$ cat config.mk
export PLATFORM = sky130hd
export DESIGN_NAME = axi_rd_burst_issuer
export DESIGN_NICKNAME = d
export VERILOG_FILES = /design/src/rtl/snappy_axi_pkg.sv /design/src/rtl/burst_len_fifo.sv /design/src/rtl/axi_rd_burst_issuer.sv
export SDC_FILE = /design/constraint.sdc
export NUM_CORES = 1
export LEC_CHECK = 0
export BUFFER_PORTS_ARGS = -buffer_cell sky130_fd_sc_hd__buf_2
export CELL_PAD_IN_SITES_DETAIL_PLACEMENT = 2
export CELL_PAD_IN_SITES_GLOBAL_PLACEMENT = 2
export CORE_AREA = 2 2 458 460
export DETAILED_ROUTE_END_ITERATION = 16
export DIE_AREA = 0 0 460 462
export PLACE_DENSITY = 0.33
export SETUP_SLACK_MARGIN = 0.1
export SYNTH_ARGS = -nofsm -noshare
export SYNTH_HDL_FRONTEND = slang
export SYNTH_HIERARCHICAL = 1
export SYNTH_SLANG_ARGS = --single-unit
$ cat constraint.sdc
create_clock -name clk -period 4.9 [get_ports clk]
set_clock_uncertainty 0.2 [all_clocks]
set_input_delay 0.735 -clock clk [delete_from_list [all_inputs] [get_ports clk]]
set_output_delay 0.735 -clock clk [all_outputs]
set_load 0.005 [all_outputs]
$ cat src/rtl/snappy_axi_pkg.sv
// Shared AXI encodings and burst-length type for the read burst issuer.
package snappy_axi_pkg;

    localparam logic [2:0]  AXI_SIZE_64B   = 3'b110;
    localparam logic [1:0]  AXI_BURST_INCR = 2'b01;
    localparam int unsigned BEATS_PER_4K   = 64;

    // beats-1 field; wide enough for a 4 KB burst plus wrap headroom in the checker
    localparam int unsigned LEN_W = $clog2(BEATS_PER_4K) + 2;
    typedef logic [LEN_W-1:0] beat_len_t;

endpackage

$ cat src/rtl/burst_len_fifo.sv
// FIFO of issued burst lengths; head is registered so the beat checker sees a flop output.
module burst_len_fifo
    import snappy_axi_pkg::*;
#(
    parameter int unsigned DEPTH = 8
)(
    input  logic      clk,
    input  logic      rst_n,
    input  logic      push_i,
    input  beat_len_t din_i,
    input  logic      pop_i,
    output beat_len_t head_o,
    output logic      empty_o,
    output logic      full_o
);
    localparam int unsigned PTR_W = $clog2(DEPTH);

    beat_len_t        mem_q [DEPTH];
    logic [PTR_W-1:0] wr_ptr_q, wr_ptr_d;
    logic [PTR_W-1:0] rd_ptr_q, rd_ptr_d;
    logic [PTR_W:0]   count_q, count_d;
    beat_len_t        head_q, head_d;
    logic             do_push, do_pop;

    assign empty_o = (count_q == '0);
    assign full_o  = (count_q == (PTR_W+1)'(DEPTH));
    assign do_pop  = pop_i & ~empty_o;
    assign do_push = push_i & (~full_o | do_pop);
    assign head_o  = head_q;

    always_comb begin
        wr_ptr_d = wr_ptr_q;
        rd_ptr_d = rd_ptr_q;
        count_d  = count_q;
        head_d   = head_q;
        if (do_push) wr_ptr_d = wr_ptr_q + PTR_W'(1);
        if (do_pop)  rd_ptr_d = rd_ptr_q + PTR_W'(1);
        case ({do_push, do_pop})
            2'b10:   count_d = count_q + 1'b1;
            2'b01:   count_d = count_q - 1'b1;
            default: count_d = count_q;
        endcase
        // head follows the entry behind the popped one, or the incoming word when that slot was empty
        if (do_pop) begin
            if (count_q == (PTR_W+1)'(1)) head_d = din_i;
            else                           head_d = mem_q[rd_ptr_d];
        end else if (do_push && empty_o) begin
            head_d = din_i;
        end
    end

    always_ff @(posedge clk) begin
        if (do_push) mem_q[wr_ptr_q] <= din_i;
    end

    always_ff @(posedge clk) begin
        if (!rst_n) begin
            wr_ptr_q <= '0;
            rd_ptr_q <= '0;
            count_q  <= '0;
            head_q   <= '0;
        end else begin
            wr_ptr_q <= wr_ptr_d;
            rd_ptr_q <= rd_ptr_d;
            count_q  <= count_d;
            head_q   <= head_d;
        end
    end

endmodule

$ cat src/rtl/axi_rd_burst_issuer.sv
// Turns upstream burst read requests into AXI AR transactions, forwards R data
// to the decompressor and checks returned beat counts against issued lengths.
module axi_rd_burst_issuer
    import snappy_axi_pkg::*;
#(
    parameter int unsigned ADDR_W          = 64,
    parameter int unsigned DATA_W          = 512,
    parameter int unsigned MAX_OUTSTANDING = 8
)(
    input  logic              clk,
    input  logic              rst_n,
    input  logic              start,
    input  logic              rd_req,
    input  logic [7:0]        rd_len,
    input  logic [ADDR_W-1:0] rd_address,
    output logic              rd_req_ack,
    output logic              arvalid,
    input  logic              arready,
    output logic [ADDR_W-1:0] araddr,
    output logic [7:0]        arlen,
    output logic [2:0]        arsize,
    output logic [1:0]        arburst,
    input  logic              rvalid,
    output logic              rready,
    input  logic [DATA_W-1:0] rdata,
    input  logic [1:0]        rresp,
    input  logic              rlast,
    output logic              m_valid,
    input  logic              m_ready,
    output logic [DATA_W-1:0] m_data,
    output logic              m_last,
    output logic              busy,
    output logic              err_len,
    output logic              err_resp
);
    localparam int unsigned CNT_W = $clog2(MAX_OUTSTANDING) + 1;

    logic              arvalid_q, arvalid_d;
    logic [ADDR_W-1:0] araddr_q, araddr_d;
    beat_len_t         arlen_q, arlen_d;
    logic [CNT_W-1:0]  outstanding_q, outstanding_d;
    beat_len_t         beat_cnt_q, beat_cnt_d;
    logic              err_len_q, err_len_d;
    logic              err_resp_q, err_resp_d;

    logic              fifo_empty, fifo_full;
    beat_len_t         fifo_head;
    logic              beat, fifo_pop;

    // registered count only, so a same-cycle pop never frees a slot early
    assign rd_req_ack = rst_n & rd_req & ~arvalid_q & ~fifo_full
                      & (outstanding_q < CNT_W'(MAX_OUTSTANDING));

    assign beat     = rvalid & m_ready;
    assign fifo_pop = beat & rlast & ~fifo_empty;

    assign m_valid  = rvalid;
    assign rready   = m_ready;
    assign m_data   = rdata;
    assign m_last   = rlast;

    assign arvalid  = arvalid_q;
    assign araddr   = araddr_q;
    assign arlen    = arlen_q;
    assign arsize   = AXI_SIZE_64B;
    assign arburst  = AXI_BURST_INCR;
    assign busy     = (outstanding_q != '0);
    assign err_len  = err_len_q;
    assign err_resp = err_resp_q;

    always_comb begin
        arvalid_d = arvalid_q;
        araddr_d  = araddr_q;
        arlen_d   = arlen_q;
        if (rd_req_ack) begin
            arvalid_d = 1'b1;
            araddr_d  = rd_address;
            arlen_d   = rd_len;
        end else if (arvalid_q && arready) begin
            arvalid_d = 1'b0;
        end
    end

    always_comb begin
        case ({rd_req_ack, fifo_pop})
            2'b10:   outstanding_d = outstanding_q + 1'b1;
            2'b01:   outstanding_d = outstanding_q - 1'b1;
            default: outstanding_d = outstanding_q;
        endcase
    end

    always_comb begin
        beat_cnt_d = beat_cnt_q;
        err_len_d  = err_len_q & ~start;
        err_resp_d = err_resp_q & ~start;
        if (beat) begin
            if (rresp != 2'b00) err_resp_d = 1'b1;
            if (fifo_empty) begin
                err_len_d = 1'b1;
            end else if (rlast) begin
                if (beat_cnt_q != fifo_head) err_len_d = 1'b1;
                beat_cnt_d = '0;
            end else begin
                if (beat_cnt_q == fifo_head) err_len_d = 1'b1;
                beat_cnt_d = beat_cnt_q + 1'b1;
            end
        end
    end

    always_ff @(posedge clk) begin
        if (!rst_n) begin
            arvalid_q     <= 1'b0;
            araddr_q      <= '0;
            arlen_q       <= '0;
            outstanding_q <= '0;
            beat_cnt_q    <= '0;
            err_len_q     <= 1'b0;
            err_resp_q    <= 1'b0;
        end else begin
            arvalid_q     <= arvalid_d;
            araddr_q      <= araddr_d;
            arlen_q       <= arlen_d;
            outstanding_q <= outstanding_d;
            beat_cnt_q    <= beat_cnt_d;
            err_len_q     <= err_len_d;
            err_resp_q    <= err_resp_d;
        end
    end

    burst_len_fifo #(
        .DEPTH (MAX_OUTSTANDING)
    ) u_len_fifo (
        .clk     (clk),
        .rst_n   (rst_n),
        .push_i  (rd_req_ack),
        .din_i   (rd_len),
        .pop_i   (fifo_pop),
        .head_o  (fifo_head),
        .empty_o (fifo_empty),
        .full_o  (fifo_full)
    );

endmodule

Word level (Yosys, flattened, before mapping)

Memories as Yosys holds them, arrays and structs flattened.
Index checks and enable logic that the tools add are counted.

Register bits after elaboration: 105
Memory bits (writable): 64
Output and inout bits: 597
Memories: 1

Memory list:

| name             | words | width | read ports | clocked after Yosys merged registers in | wr ports | RTL line             | RTL |
|---|---|---|---|---|---|---|---|
| u_len_fifo.mem_q | 8     | 8     | 1          | 0                                       | 1        | burst_len_fifo.sv:18 | `beat_len_t mem_q [DEPTH];` |

$add $sub $neg: 7
$lt $le $gt $ge: 1
Equal/unequal tests: 8
Muxes and demuxes: 18
Bitwise gates (word level): 16
Reductions and logical operators: 10

Operators by type and width:

| cell                  | number |
|---|---|
| $mux W8               | 4 |
| $pmux W4 S2           | 2 |
| $and A1 B1 Y1         | 11 |
| $mux W1               | 11 |
| $reduce_bool A2 Y1    | 5 |
| $add A4 B1 Y4 const B | 2 |
| $add A8 B1 Y8 const B | 1 |
| $eq A8 B8 Y1          | 1 |
| $ne A8 B8 Y1          | 1 |
| $sub A4 B1 Y4 const B | 2 |
| $add A3 B1 Y3 const B | 2 |
| $eq A2 B1 Y1 const B  | 2 |
| $eq A2 B2 Y1 const B  | 2 |
| $eq A4 B1 Y1 const B  | 1 |
| $eq A4 B4 Y1 const B  | 1 |
| $logic_not A4 Y1      | 1 |
| $lt A4 B4 Y1 const B  | 1 |
| $not A1 Y1            | 4 |
| $reduce_bool A4 Y1    | 1 |
| $mux W3               | 1 |
| $logic_and A1 B1 Y1   | 2 |
| $reduce_and A2 Y1     | 1 |
| $or A1 B1 Y1          | 1 |

Longest topological paths before layout

Depth in word-level cells: 9
Mapped depth: 15
Mapped depth without buffers: 13

Hierarchy

Netlist, hierarchy kept.

By module, submodules not included:

| module              | times used | cells an instance | area an instance (sq um) |
|---|---|---|---|
| axi_rd_burst_issuer | 1          | 928               | 7,236.9 |
| burst_len_fifo      | 1          | 251               | 3,489.6 |

Least setup slack after synthesis

OpenSTA, ideal clock, no wires.

Kind: register -> register
From: register u_len_fifo.count_q[0]
To: memory u_len_fifo/mem_q[0][0] (netlist name) (enable)
Setup time: 395 ps
Arrival: 3,053 ps
Required time: 4,305 ps
Setup slack: 1,252 ps
Cell stages (with the launch flop): 12
Path through: dfxtp_1 -> inv_1 -> ha_1 -> or3b_1 -> buf_2 -> inv_1 -> and3b_1 -> buf_2 -> and2_1 -> clkbuf_1 -> o21ai_1 -> nor4_1

Word-level cells in the longest chain between the ends: 8

RTL lines:

| element                       | RTL line                  | RTL |
|---|---|---|
| start: declaration            | burst_len_fifo.sv:21      | `logic [PTR_W:0] count_q, count_d;` |
| start signal: assignment      | burst_len_fifo.sv:65      | `count_q <= count_d;` |
| $logic_not A4 Y1              | burst_len_fifo.sv:25      | `assign empty_o = (count_q == '0);` |
| net fifo_empty                | axi_rd_burst_issuer.sv:46 | `logic fifo_empty, fifo_full;` |
| $not A1 Y1 (no source line)   | --                        |  |
| $and A1 B1 Y1                 | axi_rd_burst_issuer.sv:55 | `assign fifo_pop = beat & rlast & ~fifo_empty;` |
| net fifo_pop                  | axi_rd_burst_issuer.sv:48 | `logic beat, fifo_pop;` |
| $and A1 B1 Y1                 | burst_len_fifo.sv:27      | `assign do_pop = pop_i & ~empty_o;` |
| $or A1 B1 Y1                  | burst_len_fifo.sv:28      | `assign do_push = push_i & (~full_o \| do_pop);` |
| $and A1 B1 Y1                 | burst_len_fifo.sv:28      |  |
| $mux W1                       | burst_len_fifo.sv:53      | `if (do_push) mem_q[wr_ptr_q] <= din_i;` |
| $mux W1 (implied by the code) | burst_len_fifo.sv:53      |  |
| end: declaration              | burst_len_fifo.sv:18      |  |

The timed path passes the listed nets, and every way through them passes these cells.

Worst setup path in the final report

From: register u_len_fifo.count_q[1]
To: register u_len_fifo.head_q[0] (netlist: u_len_fifo/head_o[0])

Word-level cells in the longest chain between the ends: 8

RTL lines:

| element                                               | RTL line                                   | RTL |
|---|---|---|
| $logic_not A4 Y1 *                                    | burst_len_fifo.sv:25                       |  |
| net fifo_empty                                        | axi_rd_burst_issuer.sv:46                  |  |
| $not A1 Y1 (no source line) *                         | --                                         |  |
| $and A1 B1 Y1 *                                       | axi_rd_burst_issuer.sv:55                  |  |
| net fifo_pop                                          | axi_rd_burst_issuer.sv:48                  |  |
| $and A1 B1 Y1 *                                       | burst_len_fifo.sv:27                       |  |
| $mux W3 / $or A1 B1 Y1 (equally long branches)        | burst_len_fifo.sv:37, burst_len_fifo.sv:28 |  |
| $mem_v2 Z8 W8 / $and A1 B1 Y1 (equally long branches) | --                                         |  |
| $mux W8 / $logic_and A1 B1 Y1 (equally long branches) | burst_len_fifo.sv:45, burst_len_fifo.sv:47 |  |
| $mux W8 / $reduce_bool A2 Y1 (equally long branches)  | --                                         |  |
| end signal: assignment                                | burst_len_fifo.sv:61                       | `head_q <= '0;` |
| end signal: assignment                                | burst_len_fifo.sv:66                       | `head_q <= head_d;` |
| end: declaration                                      | burst_len_fifo.sv:22                       | `beat_len_t head_q, head_d;` |

Mark *: on every way through the listed nets, which the timed path passes. The rest lies on a longest branch.
A chain may end at the register's enable or synchronous reset.

==> impl_metrics.yaml <==
critical_path:
  start_kind: "flop"
  timing.critical_path.from: "u_len_fifo/count_q[1]"
  cp_data_required_time_ps: 5150
  worstSetupEndpoint: "u_len_fifo/head_o[0]"
  worst_r2r_path_depth: 15
  cp_capture_type: "flop"
  worst_r2r_endpoint: "u_len_fifo/head_o[0]"
  setup.reg_to_reg.worst_slack_ps: 880
  critical_path_class: "reg2reg"
  worst-path-max-fanout: 33
  cp_data_arrival_time_ps: 4270
  reg2reg_from: "u_len_fifo/count_q[1]"
status:
  outcome: "completed"
power_and_ir_drop:
  design_power_total_uw: 3530
  static-leakage-power_uw: 0.00370
  ir_worst_vdd_mv: 0.263
  pwr_density_cell_nw_per_um2: 305
timing:
  whs_ps: 199
  final-setup-viol-count: 0
  hold_viol: 0
  layout_worst_path_cycle_share: 0.821
  final.setup.tns_ps: 0
  setup_ws_final_ps: 879
  max_freq_mhz: 249
  tightestPinTransition_ps: 883
  grt_setup_unrepaired: "false"
  layout_min_cycle_time_ps: 4020
  max_slew_vio_count: 0
  maxSlewHeadroom: 0.409
floorplan:
  core.rowCount: 168
  design.core.area_um2: 208000
  floorplan.initialDensity: 0.0515
  fp.dieArea_um2: 213000
  pin_count: 1191
  die_h_um: 462
  fp.dieW_um: 460
final_layout:
  layout_commonest_cell: "nand2_1"
  fill_cells: 24700
  drive_gt1_frac: 0.254
  final_net_count: 1426
  syn2layout_area_growth_pct: 7.91
  final_area_um2: 11600
  most-common-layout-cells: "nand2_1 (169), buf_2 (160), dfxtp_1 (105)"
clock_tree:
  htree_num_levels: 4
  tritoncts_clock_tree: "done"
  cts_setup_buffers: 0
  cts.hold.buffers_added: 0
  root_buffer: "clkbuf_16"
  cts.path.max_buffers: 2
  clkSinkCount: 169
  cts.repair.resized: 0
  clock_insertion_delay_worst_skew_ps: 530
  tritoncts.num_buffers: 17
  path_clk_slew_ps: 100
synthesis:
  postSynthCellCount: 1179
  ys_seq_elements: 169
  post_synth.cell_area_avg_um2: 9.10
  synth-main-ff-cell: "dfxtp_1"
  synth_enable_flop_cells: 64
  synth_cell_type_count: 51
  async_reset_ff_frac: 0
  syn_area_um2: 10700
  seq_area_frac_synth: 0.375
  yosys_warnings: 6
grt:
  grt_use_met2: 0.0847
  globalRoute.totalOverflow: 0
  global_route.usage.met3: 0.0954
  grt_pass1_wl_um: 88700
  antenna_found_initial: 6
  number_of_global_route_vias_before_repair: 7004
  grt.met1_usage: 0.0491
  grt_most_used_layer: "met3"
  gr-usage-all-layers: 0.0668
  maximum_number_of_pins_on_one_net_before_global_route_repair: 117
detailed_routing:
  detailed_route_iter0_violations: 322
  drtPass1Iterations: 4
  wl_per_cell_um: 20.7
  ant_nets: 0
  drcViolationCount: 0
  routed_via_density: 1.82
  drt-total-wl_um: 73700
  route.vias.total: 6463
min_path:
  worst_hold_path_type: "in2reg"
placed_design:
  placedInstanceArea_um2: 11000
  post-place-ws_ps: 838
  gpl.final_weighted_congestion: 0.638
  hpwlAfterDp_um: 61400
  port_buffers: 161
run:
  maxCapViolCount: 0
==> Yosys cell counts, types with 2 or more instances <==
cell	n	area, µm²
buf_4	521	3910
nand2_1	169	634
dfxtp_1	105	2100
o21ai_0	70	350
edfxtp_1	64	1920
mux2i_1	35	350
nor2_1	19	71.3
xor2_1	17	149
a21oi_1	16	80.1
clkbuf_1	12	45.0
o21ai_1	12	60.1
or3_1	11	68.8
ha_1	9	113
buf_6	8	90.1
nor3_1	8	40.0
a221o_1	7	70.1
a22o_1	7	61.3
and2_1	7	43.8
o211ai_1	7	52.6
clkbuf_2	6	30.0
inv_1	6	22.5
nand2b_1	6	37.5
and3_1	5	31.3
buf_2	5	25.0
nor2b_1	5	31.3
nand4_1	4	25.0
xnor2_1	4	35.0
a22oi_1	3	22.5
nand3b_1	3	22.5
nor4_1	3	18.8
a21boi_0	2	15.0
buf_1	2	7.51
conb_1	2	7.51
nand3_1	2	10.0
==> power by group <==
group | internal [µW] | total [µW] | switching [µW]
combinational | 183 | 451 | 268
clock | 727 | 1500 | 775
sequential | 1530 | 1580 | 50.3
total | 2440 | 3530 | 1090
==> routing by layer <==
metal,wire [µm],share of wire
met2,28000,0.38
met5,330,0.0045
met3,21800,0.30
met4,4580,0.062
met1,19000,0.26
==> worst min-delay path by stage <==
| stage | depth (start not counted) | start | slack, ps | to |
|---|---|---|---|---|
| floorplan | 2 | araddr[30] | 240 | araddr[30] |
| global placement | 2 | araddr[41] | 240 | araddr[41] |
| detailed placement | 2 | araddr[39] | 240 | araddr[39] |
| CTS | 3 | rd_address[0] | 90 | araddr[0] |
| global route | 3 | rd_address[0] | 150 | araddr[0] |
| finish | 3 | rd_address[0] | 200 | araddr[0] |
==> final cells by class <==
| type | count | area [µm²] | share of cell area |
|---|---|---|---|
| flip-flops and latches | 169 | 4020 | 0.348 |
| inverters | 7 | 31.3 | 0.00270 |
| diodes | 1 | 2.50 | 0.000216 |
| well taps | 2720 | 3400 | 0.294 |
| clock buffers | 19 | 443 | 0.0383 |
| repair buffers | 177 | 966 | 0.0835 |
| multi-input cells | 451 | 2570 | 0.222 |
| clock inverters | 13 | 136 | 0.0118 |
==> critical path: stages, from the launching register on <==
cell,delay [ps]
dfxtp_1,360
inv_1,100
ha_1,280
or3b_1,500
inv_1,90
buf_4,150
and3b_1,290
and2_1,250
buf_4,200
nor2b_1,170
a211oi_4,270
buf_12,280
mux2i_1,120
a22o_1,250
a221o_1,270
a21oi_1,140
==> state kept, by name, indices dropped and copies added, names as in the netlist <==
register	count
u_len_fifo/rd_ptr_q	3
u_len_fifo/head_o	8
u_len_fifo/mem_q	64
arvalid	1
arlen	8
u_len_fifo/count_q	4
err_resp	1
beat_cnt_q	8
outstanding_q	4
err_len	1
u_len_fifo/wr_ptr_q	3
araddr	64
==> per-stage QoR <==
step,std cells,util
after global placement,3524,0.0528
after CTS,3556,0.0556
after detailed placement,3524,0.0528
after floorplan,1182,-
final,3557,0.0556
after global routing,3556,0.0556
==> cell families (layout without fill, tap and decap cells) <==
logic type | count (synthesis) | in the layout | synth area share
XOR/XNOR | 21 | 21 | 0.0171
multiplexers | 35 | 35 | 0.0327
flip-flops | 169 | 169 | 0.375
other | 2 | 6 | 0.000700
AO/OA/AOI/OAI | 134 | 134 | 0.0761
buffers and inverters | 562 | 216 | 0.387
AND/OR/NAND/NOR | 247 | 247 | 0.101
adder cells (fa/ha/maj) | 9 | 9 | 0.0105
Note: power is estimated with default switching activity, not from simulation.
